File: config.mk
export PLATFORM = sky130hd
export DESIGN_NAME = norm_round_stage
export DESIGN_NICKNAME = d
export VERILOG_FILES = /design/src/rtl/float_types_pkg.sv /design/src/rtl/lzc24.sv /design/src/rtl/norm_round_stage.sv
export SDC_FILE = /design/constraint.sdc
export NUM_CORES = 1
export LEC_CHECK = 0
export ABC_CLOCK_PERIOD_IN_PS = 3600
export CAP_MARGIN = 10
export CELL_PAD_IN_SITES_DETAIL_PLACEMENT = 1
export CELL_PAD_IN_SITES_GLOBAL_PLACEMENT = 1
export CORE_MARGIN = 5
export CORE_UTILIZATION = 38
export DETAILED_ROUTE_END_ITERATION = 6
export PLACE_DENSITY_LB_ADDON = 0.12
export RECOVER_POWER = 25
export SLEW_MARGIN = 20
export SYNTH_ARGS = -nofsm -noshare
export SYNTH_HDL_FRONTEND = slang
export SYNTH_HIERARCHICAL = 1
export SYNTH_SLANG_ARGS = --single-unit
File: constraint.sdc
create_clock -name clk_i -period 3.6 [get_ports clk_i]
set_input_delay 0.54 -clock clk_i [delete_from_list [all_inputs] [get_ports clk_i]]
set_output_delay 0.54 -clock clk_i [all_outputs]
set_load 0.005 [all_outputs]
File: src/rtl/float_types_pkg.sv
`default_nettype none
// ============================================================================
// Module      : float_types_pkg
// Description : Shared single-precision constants and pipeline register
//               types for the FPU datapath.
// Revision    : 1.1 - added EXP_MAX, MANT_W and the norm_s1_t stage record
// ============================================================================
package float_types_pkg;

  // All-ones biased exponent: infinity / NaN encoding.
  localparam logic [7:0] EXP_MAX = 8'hFF;

  // Significand width including the hidden bit.
  localparam int MANT_W = 24;

  // Width of a leading-zero count over MANT_W bits (0..24).
  localparam int LZ_W = 5;

  // Stage-1 register of the normalise/round stage.
  typedef struct packed {
    logic [MANT_W:0]   mag;    // magnitude of the raw sum, carry in the MSB
    logic              carry;  // addition carried into bit MANT_W
    logic [LZ_W-1:0]   lz;     // leading zeros of mag[MANT_W-1:0]
    logic              sign;
    logic [7:0]        exp;    // common aligned exponent
  } norm_s1_t;

endpackage
`default_nettype wire

File: src/rtl/lzc24.sv
`default_nettype none
// ============================================================================
// Module      : lzc24
// Description : Combinational leading-zero counter, 24-bit input, returns 24
//               for an all-zero input.
// Revision    : 1.0 - initial release
// ============================================================================
module lzc24 (
  input  logic [23:0] data_i,
  output logic [4:0]  count_o
);

  // Highest set bit wins because later loop iterations overwrite earlier ones.
  always_comb begin
    count_o = 5'd24;
    for (int i = 0; i < 24; i++) begin
      if (data_i[i]) begin
        count_o = 5'(23 - i);
      end
    end
  end

endmodule
`default_nettype wire

File: src/rtl/norm_round_stage.sv
`default_nettype none
// ============================================================================
// Module      : norm_round_stage
// Description : Two-stage normalise / round-to-nearest-even / pack stage that
//               follows the FPU adder sum stage, with valid/ready flow control.
// Revision    : 1.0 - initial release
// ============================================================================
module norm_round_stage #(
  parameter int EXP_W  = 8,
  parameter int MANT_W = 24,
  parameter int BIAS   = 127
) (
  input  logic              clk_i,
  input  logic              rst_i,
  input  logic              valid_i,
  output logic              ready_o,
  input  logic [MANT_W:0]   mant_i,
  input  logic              sign_i,
  input  logic [EXP_W-1:0]  exp_i,
  input  logic              eff_sub_i,
  output logic              valid_o,
  input  logic              ready_i,
  output logic [31:0]       result_o,
  output logic              zero_o,
  output logic              overflow_o,
  output logic              underflow_o
);

  import float_types_pkg::*;

  // The datapath never adds or subtracts the bias; the exponent is carried
  // through in its biased form, so a non-standard BIAS changes nothing here.
  if (BIAS != (1 << (EXP_W - 1)) - 1) begin : g_bias_nonstandard
  end

  // ---------------------------------------------------------------------------
  // Flow control
  // ---------------------------------------------------------------------------
  logic     s1_valid_q, s1_valid_d;
  logic     valid_o_q, valid_o_d;
  logic     s1_advance;
  logic     in_fire;

  assign s1_advance = s1_valid_q && (!valid_o_q || ready_i);
  assign ready_o    = !s1_valid_q || s1_advance;
  assign in_fire    = valid_i && ready_o;
  assign s1_valid_d = in_fire || (s1_valid_q && !s1_advance);
  assign valid_o_d  = s1_advance || (valid_o_q && !ready_i);

  // ---------------------------------------------------------------------------
  // Stage 1: magnitude recovery and leading-zero count
  // ---------------------------------------------------------------------------
  logic [MANT_W:0] mag_s1;
  logic [4:0]      lz_s1;
  norm_s1_t        s1_d, s1_q;

  // A subtraction that went negative wraps; negate to get the magnitude.
  assign mag_s1 = (eff_sub_i && mant_i[MANT_W]) ? (-mant_i) : mant_i;

  lzc24 u_lzc (
    .data_i  (mag_s1[MANT_W-1:0]),
    .count_o (lz_s1)
  );

  assign s1_d = '{mag:   mag_s1,
                  carry: !eff_sub_i && mag_s1[MANT_W],
                  lz:    lz_s1,
                  sign:  sign_i,
                  exp:   exp_i};

  // Stage-1 register: valid bit plus payload captured on acceptance.
  always_ff @(posedge clk_i) begin
    if (rst_i) begin
      s1_valid_q <= 1'b0;
      s1_q       <= '0;
    end else begin
      s1_valid_q <= s1_valid_d;
      if (in_fire) begin
        s1_q <= s1_d;
      end
    end
  end

  // ---------------------------------------------------------------------------
  // Stage 2: shift, exponent adjust, RNE, pack and flag
  // ---------------------------------------------------------------------------
  logic signed [9:0] exp10, lz10, e;
  logic [24:0]       m_rnd;
  logic [23:0]       m;
  logic              normal;
  logic [31:0]       result_d;
  logic              zero_d, overflow_d, underflow_d;
  logic              unused_hidden;

  assign exp10 = signed'({2'b00, s1_q.exp});
  assign lz10  = signed'({5'b00000, s1_q.lz});

  // The hidden bit is implicit in the packed format and is dropped on output.
  assign unused_hidden = m[23] ^ m_rnd[23];

  // Classify the stage-1 value and build the packed result and flags.
  always_comb begin
    result_d    = '0;
    zero_d      = 1'b0;
    overflow_d  = 1'b0;
    underflow_d = 1'b0;
    e           = '0;
    m           = '0;
    m_rnd       = '0;
    normal      = 1'b0;

    if (s1_q.mag == '0) begin
      // Exact cancellation always yields +0.
      zero_d = 1'b1;
    end else if (s1_q.carry) begin
      // Drop one bit; with no sticky bit a set guard is an exact tie.
      m_rnd  = {1'b0, s1_q.mag[24:1]} + 25'(s1_q.mag[0] & s1_q.mag[1]);
      e      = exp10 + 10'sd1;
      normal = 1'b1;
      if (m_rnd[24]) begin
        m = 24'h800000;
        e = e + 10'sd1;
      end else begin
        m = m_rnd[23:0];
      end
    end else if (s1_q.lz == '0) begin
      m      = s1_q.mag[23:0];
      e      = exp10;
      normal = 1'b1;
    end else if (exp10 > lz10) begin
      // Left normalisation is exact: only zeros shift in.
      m      = s1_q.mag[23:0] << s1_q.lz;
      e      = exp10 - lz10;
      normal = 1'b1;
    end else begin
      // Would need a denormal; flush to signed zero instead.
      underflow_d = 1'b1;
      result_d    = {s1_q.sign, 31'b0};
    end

    if (normal) begin
      if (e >= 10'sd255) begin
        overflow_d = 1'b1;
        result_d   = {s1_q.sign, EXP_MAX, 23'b0};
      end else begin
        result_d   = {s1_q.sign, e[7:0], m[22:0]};
      end
    end
  end

  // Output register: loads when stage 1 advances, holds while stalled.
  always_ff @(posedge clk_i) begin
    if (rst_i) begin
      valid_o_q   <= 1'b0;
      result_o    <= '0;
      zero_o      <= 1'b0;
      overflow_o  <= 1'b0;
      underflow_o <= 1'b0;
    end else begin
      valid_o_q <= valid_o_d;
      if (s1_advance) begin
        result_o    <= result_d;
        zero_o      <= zero_d;
        overflow_o  <= overflow_d;
        underflow_o <= underflow_d;
      end
    end
  end

  assign valid_o = valid_o_q;

endmodule
`default_nettype wire

# Word-level counts from Yosys, hierarchy flattened
# Index checks and enable logic that the tools add are counted.
# W data, S select, Z words.
# word_totals
ff_bits	77
in_bits	39
output_inout_bits	37
# op_classes
muxes	52
reduce_logical	17
n_addsub	5
n_bitwise	1
order_cmp	2
shift	1
# ops
cell	count
$mux W32	5
$mux W23	5
$mux W5	16
$mux W10	5
$mux W4	8
$mux W31	1
$add A24 B1 Y25	1
$logic_not A25 Y1	1
$mux W25	1
$neg A25 Y25	1
$shl A24 B5 Y23	1
$mux W1	11
$add A9 B1 Y10 const B	1
$ge A10 B9 Y1 const B	1
$add A8 B1 Y9 const B	1
$sub A8 B5 Y9	1
$gt A8 B5 Y1	1
$logic_and A1 B1 Y1	6
$logic_not A1 Y1	5
$logic_not A5 Y1	1
$logic_or A1 B1 Y1	4
$and A1 B1 Y1	1

# Logic depth before layout (Yosys ltp)
# depth
ltp_word	26
depth_mapped	14
mapped_depth_nobuf	14

# Cells and area by module
# Netlist, hierarchy kept.
# by_module_without_submodules
module	area_per_inst_um2	instances	cells_per_inst
norm_round_stage	6173.4	1	819
lzc24	265.3	1	48

# Least setup slack after synthesis
# Ideal clock, no wire load.
# synth_timing
path_type	reg-to-reg
start	register s1_q, in the netlist lz10[2]
end	register result_o[7]
path_slack_ns	0.277
arrival_ns	3.264
path_stages_with_launch	14
period_less_slack_ns	3.323
setup_ns	0.059
cell_sequence	dfxtp_1 clkbuf_1 inv_1 clkbuf_1 ha_1 nor2b_1 o31a_1 nor4_1 mux2i_1 o311ai_0 and4bb_4 a2111oi_4 buf_6 a22o_1
# synth_between
elab_chain_cells	8
# synth_lines
item	line	source
start, declared	norm_round_stage.sv:55	norm_s1_t s1_d, s1_q;
start signal, assigned	norm_round_stage.sv:75	s1_q <= '0;
start signal, assigned	norm_round_stage.sv:79	s1_q <= s1_d;
$sub A8 B5 Y9 or $gt A8 B5 Y1 (tied branches)	norm_round_stage.sv:133, norm_round_stage.sv:130	
$mux W10	norm_round_stage.sv:130	end else if (exp10 > lz10) begin
$mux W10	norm_round_stage.sv:126	end else if (s1_q.lz == '0) begin
$mux W10	norm_round_stage.sv:115	end else if (s1_q.carry) begin
$mux W10	norm_round_stage.sv:112	if (s1_q.mag == '0) begin
$ge A10 B9 Y1	norm_round_stage.sv:142	if (e >= 10'sd255) begin
$mux W31	norm_round_stage.sv:142	
$mux W32 *	norm_round_stage.sv:141	if (normal) begin
end signal, assigned	norm_round_stage.sv:162	result_o <= result_d;
end, declared	norm_round_stage.sv:23	output logic [31:0] result_o,
# Every way passes the cells marked *; elsewhere a longest branch is shown, timed or not.
# A chain may end at the register's enable or synchronous reset.

# Worst setup path in the final report
# layout_timing
start	input mant_i[5]
end	register s1_q, in the netlist lz10[3]
# layout_lines
item	line	source
start, declared	norm_round_stage.sv:17	input logic [MANT_W:0] mant_i,
$neg A25 Y25	norm_round_stage.sv:58	assign mag_s1 = (eff_sub_i && mant_i[MANT_W]) ? (-mant_i) : mant_i;
$mux W25	norm_round_stage.sv:58	
via mag_s1[20]	norm_round_stage.sv:53	logic [MANT_W:0] mag_s1;
$mux W5 (4 in series)	lzc24.sv:17	if (data_i[i]) begin
via lz_s1[3]	norm_round_stage.sv:54	logic [4:0] lz_s1;
# The timed path passes the listed nets, and every way through them passes these cells.

==> impl_metrics.env <==
export IMPL_fin_nets=1013
export IMPL_antenna_found_initial=0
export IMPL_wl_met3_mm=1.08
export IMPL_ys_seq_area_frac=0.239
export IMPL_synth_edf_count=0
export IMPL_clk_pin_slew_ns=0.07
export IMPL_tightest_slew_ns=1.10
export IMPL_crit_buf_inv=2
export IMPL_route_met2_wl_mm=11.1
export IMPL_slowest_delay_ns=0.59
export IMPL_dpl_hpwl_mm=19.1
export IMPL_crit_path_frequent_cell="nand2_1"
export IMPL_cp_depth=14
export IMPL_slew_viol_final=0
export IMPL_viasPerCell=5.90
export IMPL_fmax_mhz=298
export IMPL_outcome="finished, final reports clean"
export IMPL_drt_total_wl_mm=24.1
export IMPL_netlist_area_um2=6440
export IMPL_crit_path_end="lz10[3]"
export IMPL_post_route_period_util=0.933
export IMPL_grt_max_degree=47
export IMPL_die_y_um=140
export IMPL_wl_per_cell_um=20.3
export IMPL_ctsHoldBuffers=0
export IMPL_hold_class="flop to flop"
export IMPL_setup_viol=0
export IMPL_powerDensity_nw_per_um2=336
export IMPL_grt_pass1_wl_mm=38.6
export IMPL_r2r_end="result_o[22]"
export IMPL_track_usage=0.241
export IMPL_tns_ns=0
export IMPL_cp_top_family="simple AND/OR/NAND/NOR gates"
export IMPL_drive_gt1_frac=0.144
export IMPL_fin_area_um2=8050
export IMPL_wl_met1_mm=11.5
export IMPL_ant_nets=0
export IMPL_area_growth_syn_to_layout_pct=25.1
export IMPL_cts_buffers=9
export IMPL_pre_cts_slack_ns=-0.118
export IMPL_peakVddDrop_mv=0.191
export IMPL_core_area_um2=16600
export IMPL_dpl_cell_area_um2=7750
export IMPL_ios=76
export IMPL_synth_ff_type="dfxtp_1"
export IMPL_cap_violations=0
export IMPL_ys_warn_count=6
export IMPL_finalHoldViolations=0
export IMPL_drt_iter0_markers=510
export IMPL_top_layer="met4"
export IMPL_cts_root_buf="clkbuf_16"
export IMPL_synthCells=867
export IMPL_insertedDiodeCount=0
export IMPL_cts_tree="done"
export IMPL_r2r_cells=13
export IMPL_timing_rr_start="exp10[0]"
export IMPL_async_flop_share=0
export IMPL_avgSynthCellArea_um2=7.43
export IMPL_layout_commonest_cell="nor2_1"
export IMPL_io_buffers=75
export IMPL_yosys_cell_types_count=83
export IMPL_final_cell_mix="nor2_1 (108), nand2_1 (105), buf_4 (78)"
export IMPL_crit_type="input port to flop"
export IMPL_cts_setup_buffers=0
export IMPL_whs_ns=0.466
export IMPL_grt_overflow_total=0
export IMPL_firstDrtPassIters=5
export IMPL_die_width_um=140
export IMPL_slew_headroom=0.260
export IMPL_dieArea_um2=19600
export IMPL_drc=0
export IMPL_r2r_setup_slack_ns=0.26
export IMPL_synth_nets=917
export IMPL_startpoint_type="input port"
export IMPL_place_congestion=0.915
export IMPL_period_minus_slack_ns=3.36
export IMPL_p_leak_nw=3.03
export IMPL_worst_skew_pair_late_latency_ns=0.36
export IMPL_critPathRequiredTime_ns=3.88
export IMPL_worst_path_max_fanout=4
export IMPL_vias=7004
export IMPL_cts_path_max_buffers=2
export IMPL_fin_ws_ns=0.242
export IMPL_worst_path_max_delay_cell="or4_1"
export IMPL_path_cells="clkdlybuf4s50_1, or4_1, or4_1, nor3_1, buf_4, nand2_1, nand2_1, xnor2_1, or2_2, nor3_1, nand2_1, nor2_1, nand2_1, a21oi_1"
export IMPL_end_kind="flop"
export IMPL_htreeDepth=3
export IMPL_start_util=0.388
export IMPL_grt_pass1_vias=7111
export IMPL_crit_start="mant_i[5]"
export IMPL_numClockSinks=77
export IMPL_num_rows=47
export IMPL_worstPathArrival_ns=3.64
export IMPL_finalPower_mw=2.71
export IMPL_fin_skew_ns=0.0166
export IMPL_ys_ff_latch=77
export IMPL_rsz0062_at_grt="false"
metal layers:
| metal | vias to the layer above | GRT usage |
|---|---|---|
| li1 | 3367 | - |
| met1 | 3423 | 0.340 |
| met2 | 187 | 0.387 |
| met3 | 27 | 0.0368 |
| met4 | 0 | 0.0592 |
| met5 | - | 0 |
worst reg2reg max path: stages, from the launching register on:
cell	delay [ns]
dfxtp_1	0.32
inv_1	0.15
ha_1	0.23
fa_1	0.22
nor2b_1	0.07
o31a_1	0.26
nor4_1	0.38
mux2i_1	0.25
o311ai_0	0.22
buf_4	0.20
and4bb_4	0.21
a2111oi_4	0.40
buf_12	0.21
a22o_1	0.16
flip-flops by register name, summed over array words and instances, names as in the netlist:
name / cells
s1_valid_q: 1
overflow_o: 1
underflow_o: 1
exp10: 8
result_o: 32
valid_o: 1
zero_o: 1
lz10: 5
s1_q: 27
where the power goes:
part / switching (mW) / internal [mW] / leakage [nW]
Clock: 0.425 / 0.485 / 0.140
Sequential: 0.0514 / 0.898 / 0.630
Combinational: 0.491 / 0.360 / 2.26
Yosys cell counts (3+ instances only):
master	number	share of area
a211oi_1	13	0.015
a21o_1	7	0.0082
a21oi_1	65	0.051
a22o_1	24	0.033
a22oi_1	6	0.0070
a31oi_1	10	0.0097
a32oi_1	5	0.0068
and2_1	5	0.0049
and3_1	3	0.0029
and4_1	3	0.0041
buf_1	5	0.0029
buf_2	4	0.0031
buf_4	6	0.0070
buf_6	4	0.0070
clkbuf_1	51	0.030
dfxtp_1	77	0.24
ha_1	10	0.019
inv_1	17	0.0099
mux2_2	11	0.019
mux2i_1	23	0.036
mux4_2	10	0.035
nand2_1	105	0.061
nand2b_1	4	0.0039
nand3_1	31	0.024
nand3b_1	3	0.0035
nand4_1	6	0.0058
nor2_1	108	0.063
nor2b_1	9	0.0087
nor3_1	44	0.034
nor4_1	16	0.016
o211ai_1	10	0.012
o21a_1	4	0.0047
o21ai_0	44	0.034
o21bai_1	4	0.0047
o22ai_1	3	0.0029
o311ai_0	4	0.0054
o31ai_1	6	0.0070
or2_2	3	0.0029
or3_1	4	0.0039
or4_1	6	0.0070
xnor2_1	22	0.030
xor2_1	19	0.026
layout make-up:
| class | instances | area, um^2 |
|---|---|---|
| Fill cell | 2057 | 8530 |
| Multi-Input combinational cell | 701 | 4520 |
| Sequential cell | 77 | 1540 |
| Timing Repair Buffer | 155 | 1350 |
| Tap cell | 220 | 275 |
| Clock buffer | 9 | 225 |
| Inverter | 19 | 71.3 |
| Clock inverter | 7 | 62.6 |
stage by stage:
step                       util  cells
after floorplan               -    867
after global placement    0.467   1172
after detailed placement  0.467   1172
after CTS                 0.485   1188
after global routing      0.486   1188
final                     0.486   1188
cell families after synthesis:
group	synth area share
AND/OR/NAND/NOR	0.283
AO/OA/AOI/OAI	0.249
buffers and inverters	0.0608
flip-flops	0.239
multiplexers	0.0900
XOR/XNOR	0.0558
adder cells (fa/ha/maj)	0.0225
worst min path at each step:
stage,startpoint,to,slack (ns),cells after the start
2_1_floorplan,s1_q[8],s1_q[8],0.43,2
3_3_place_gp,result_o[30],result_o[30],0.44,2
3_5_place_dp,result_o[29],result_o[29],0.46,2
4_1_cts,result_o[29],result_o[29],0.47,2
5_1_grt,result_o[13],result_o[13],0.49,1
6_report,result_o[27],result_o[27],0.47,2
repair_timing:
action	CTS	global route
hold endpoints to repair	0	0
resized for setup	0	3
setup endpoints to repair	0	19
Note: power is estimated with default switching activity, not from simulation.
==> RTL edit 1, RTL diff (same settings) <==
Reset style: asynchronous (`rst_i`), changed in 2 clocked blocks.
--- a/src/rtl/norm_round_stage.sv
+++ b/src/rtl/norm_round_stage.sv
@@ -70,5 +70,5 @@
 
   // Stage-1 register: valid bit plus payload captured on acceptance.
-  always_ff @(posedge clk_i) begin
+  always_ff @(posedge clk_i or posedge rst_i) begin
     if (rst_i) begin
       s1_valid_q <= 1'b0;
@@ -150,5 +150,5 @@
 
   // Output register: loads when stage 1 advances, holds while stalled.
-  always_ff @(posedge clk_i) begin
+  always_ff @(posedge clk_i or posedge rst_i) begin
     if (rst_i) begin
       valid_o_q   <= 1'b0;
Behaviour: differs if rst_i is asserted again (counterexample within 4 cycles, from zero or initial values and one cycle with rst_i high); with rst_i held inactive, the same outputs for 4 cycles.
==> RTL edit 1 against the original RTL <==
Register-to-register slack worse by 0.08 ns; maximum frequency is 2.6% lower; cell area is 2.1% higher; worst setup slack worse by 0.091 ns; clock skew is 0.0095 ns lower; routed wire length is 7.4% lower; sequential cell count stayed put; global-route usage is 1.6 points lower; synthesized area is 2.1% higher; first-iteration DRC count is 33% lower; critical endpoint is now lz10[1].
Power is not compared: it rests on default switching activity, and its combinational part moved more than twofold at a synthesized area within 25%.
==> RTL edit 1: results (changes against the original RTL) <==
global placement routability congestion 0.884 (-3.4%); NumNets Final 901 (-11%); post-DR wirelength/cell 20.7 microns (+1.8%); outcome finished clean; mux cell area share after synthesis 15.1% (+6.1 points); routed wire length 22300 microns (-7.4%); 1st-iter DRT viols 342 (-33%); buffering overhead 15.6% (-1.3 points); Seq/Total Area, Yosys 29.3% (+5.4 points); synthesized instance count 759 (-12%); vias in the first global route 6609 (-7.1%); multi-input combinational area share 53.1% (-3.0 points); Async S/R FF share, synth 100% (+100 points); FILL cells 2016 (-2.0%); largest cells by area after synthesis dfrtp_1 29%, mux2_2 8.2%, mux4_2 4.1%, nand2_1 4.0%, nor2_1 3.5%; Post-Syn Nets 809 (-12%); sequential cell area share 23.4% (+4.3 points); post-CTS sizing 4 (+4); Worst Skew 0.00714 ns (-0.00947 ns); Post-synth top cells 77 x dfrtp_1, 70 x nand2_1, 62 x nor2_1, 48 x mux2_2, 45 x o21ai_0; share of layout cells above drive strength 1 21.1% (+6.8 points); register area 0.00193 sq mm (+25%); share of Yosys cell area claimed by the top area cell type 29.3% (+5.4 points); vias per inst 5.90 (about the same); Slew HR 14.3% (-12 points); Logic inverters 20 (+1); post-synthesis xor/xnor area fraction 6.26% (+0.68 points); first-pass GRT wire length 36400 microns (-5.8%); placed insts 1063 (-9.3%); gr usage total 22.5% (-1.6 points); Crit-path slowest cell or4_4; placed cell areas 0.00786 sq mm (+1.3%); Clock-cell share 3.55% (-0.028 points)
## RTL edit 1: power breakdown
group          internal [uW]  switching, uW  total [uW]
Combinational           1090           1190        2280
Clock                    485            402         886
Sequential              1080            169        1250
Total                   2660           1760        4420
## RTL edit 1: path summary, 6_finish.rpt
check                      slack [ns]            to  cells past startpoint       start
max                              0.15       lz10[1]                     12   mant_i[6]
min                              0.48    overflow_o                      2  overflow_o
max reg2reg                      0.18  result_o[20]                     12    s1_q[15]
min reg2reg                      0.48    overflow_o                      2  overflow_o
max in group asynchronous        0.92   result_o[4]                      3       rst_i
min in group asynchronous        0.99    s1_valid_q                      2       rst_i
## RTL edit 1: routing by layer
layer  GRT usage [%]  part of all wire (%)
met5               0                     0
met3            2.76                   3.9
met1            31.7                    47
met2            37.3                    49
met4            4.90                   1.1
## RTL edit 1: cell families after synthesis
logic type | Yosys count
mux | 78
flops | 77
xor+xnor | 47
compound gates | 196
fa+ha+maj | 11
simple gates | 267
buf+inv | 83
==> RTL edit 2, RTL diff (config.mk and constraints unchanged) <==
Made on the original files. The package constant `EXP_MAX` goes from 8'hFF to 8'h7F.
--- a/src/rtl/float_types_pkg.sv
+++ b/src/rtl/float_types_pkg.sv
@@ -9,5 +9,5 @@
 
   // All-ones biased exponent: infinity / NaN encoding.
-  localparam logic [7:0] EXP_MAX = 8'hFF;
+  localparam logic [7:0] EXP_MAX = 8'h7F;
 
   // Significand width including the hidden bit.
Check against the original RTL: not equivalent (Yosys sat finds a counterexample within 4 cycles, from zero or initial values and one cycle with rst_i high).
==> RTL edit 2 against the original RTL <==
Worst setup slack lost 0.10 ns; combinational power down 3.8%; sequential power shrank 2%; routed wire length is 0.78% lower; sequential cell count unchanged; clock skew fell by 0.0037 ns; critical path depth is 1 lower; cell area fell by 4.0%; power grew 0.96%; synthesized area decreased by 1.9%; critical endpoint is now result_o[30].
==> RTL edit 2: results (changes against the original RTL) <==
met1 usage 34.1% (about the same); first-pass GRT wire length 38900 microns (+0.77%); outcome finished clean; buffering overhead 15.0% (-1.9 points); largest cells by area after synthesis dfxtp_1 24%, nand2_1 6.3%, nor2_1 6.1%, a21oi_1 4.9%, mux2i_1 3.6%; total number of vias 6933 (-1.0%); Worst Skew 0.0129 ns (-0.00375 ns); synthesized instance count 868 (+0.12%); Non-clk bufs 128 (-17%); largest net degree at the start of global routing 45 (-4.3%); global placement routability congestion 0.968 (+5.8%); Worst VDD drop 0.235 mV (+23%); Placement Setup Slack 0.126 ns (+0.244 ns); Non-Filler Instances 1157 (-2.6%); placed insts 1141 (-2.6%); adder-cell share of the synthesized area 2.30% (+0.043 points); Clock-cell share 4.11% (+0.54 points); Worst Path Max Fanout 24 (+20); LEAKAGE 0.00293 uW (-3.2%); area of the multi-input gates 0.00433 sq mm (-4.2%); met2 wire len 10900 microns (-1.3%); Reg-to-Reg End result_o[30]; Multi-In Gates 688 (-1.9%); share of layout cells above drive strength 1 10.7% (-3.7 points); min-delay src underflow_o; M2 GR Usage 38.7% (about the same); Post-Syn Nets 918 (+0.11%); gr usage total 24.5% (+0.41 points)
[RTL edit 2: power by group through the flow]
stage	Sequential [uW]	Clock (uW)	Combinational, uW
floorplan	942	0	507
CTS	934	1010	813
detailed placement	954	0	808
global placement	950	0	791
finish	934	984	818
global route	939	1040	890
[RTL edit 2: critical path: stages, from the launching register on]
cell      delay, ns
dfxtp_1        0.31
inv_1          0.13
ha_1           0.19
inv_1          0.06
fa_1           0.41
a211oi_1       0.31
nor3b_1        0.14
o41ai_1        0.45
a311o_1        0.19
nand2_1        0.13
nor4_1         0.49
a21oi_2        0.15
buf_12         0.18
a22o_1         0.23
[RTL edit 2: stage by stage]
| step | hold slack (ns) | instance area, sq um |
|---|---|---|
| floorplan | 0.437 | 6320 |
| detailed placement | 0.452 | 7410 |
| global placement | 0.450 | 7410 |
| finish | 0.460 | 7730 |
| global route | 0.485 | 7730 |
| CTS | 0.464 | 7730 |
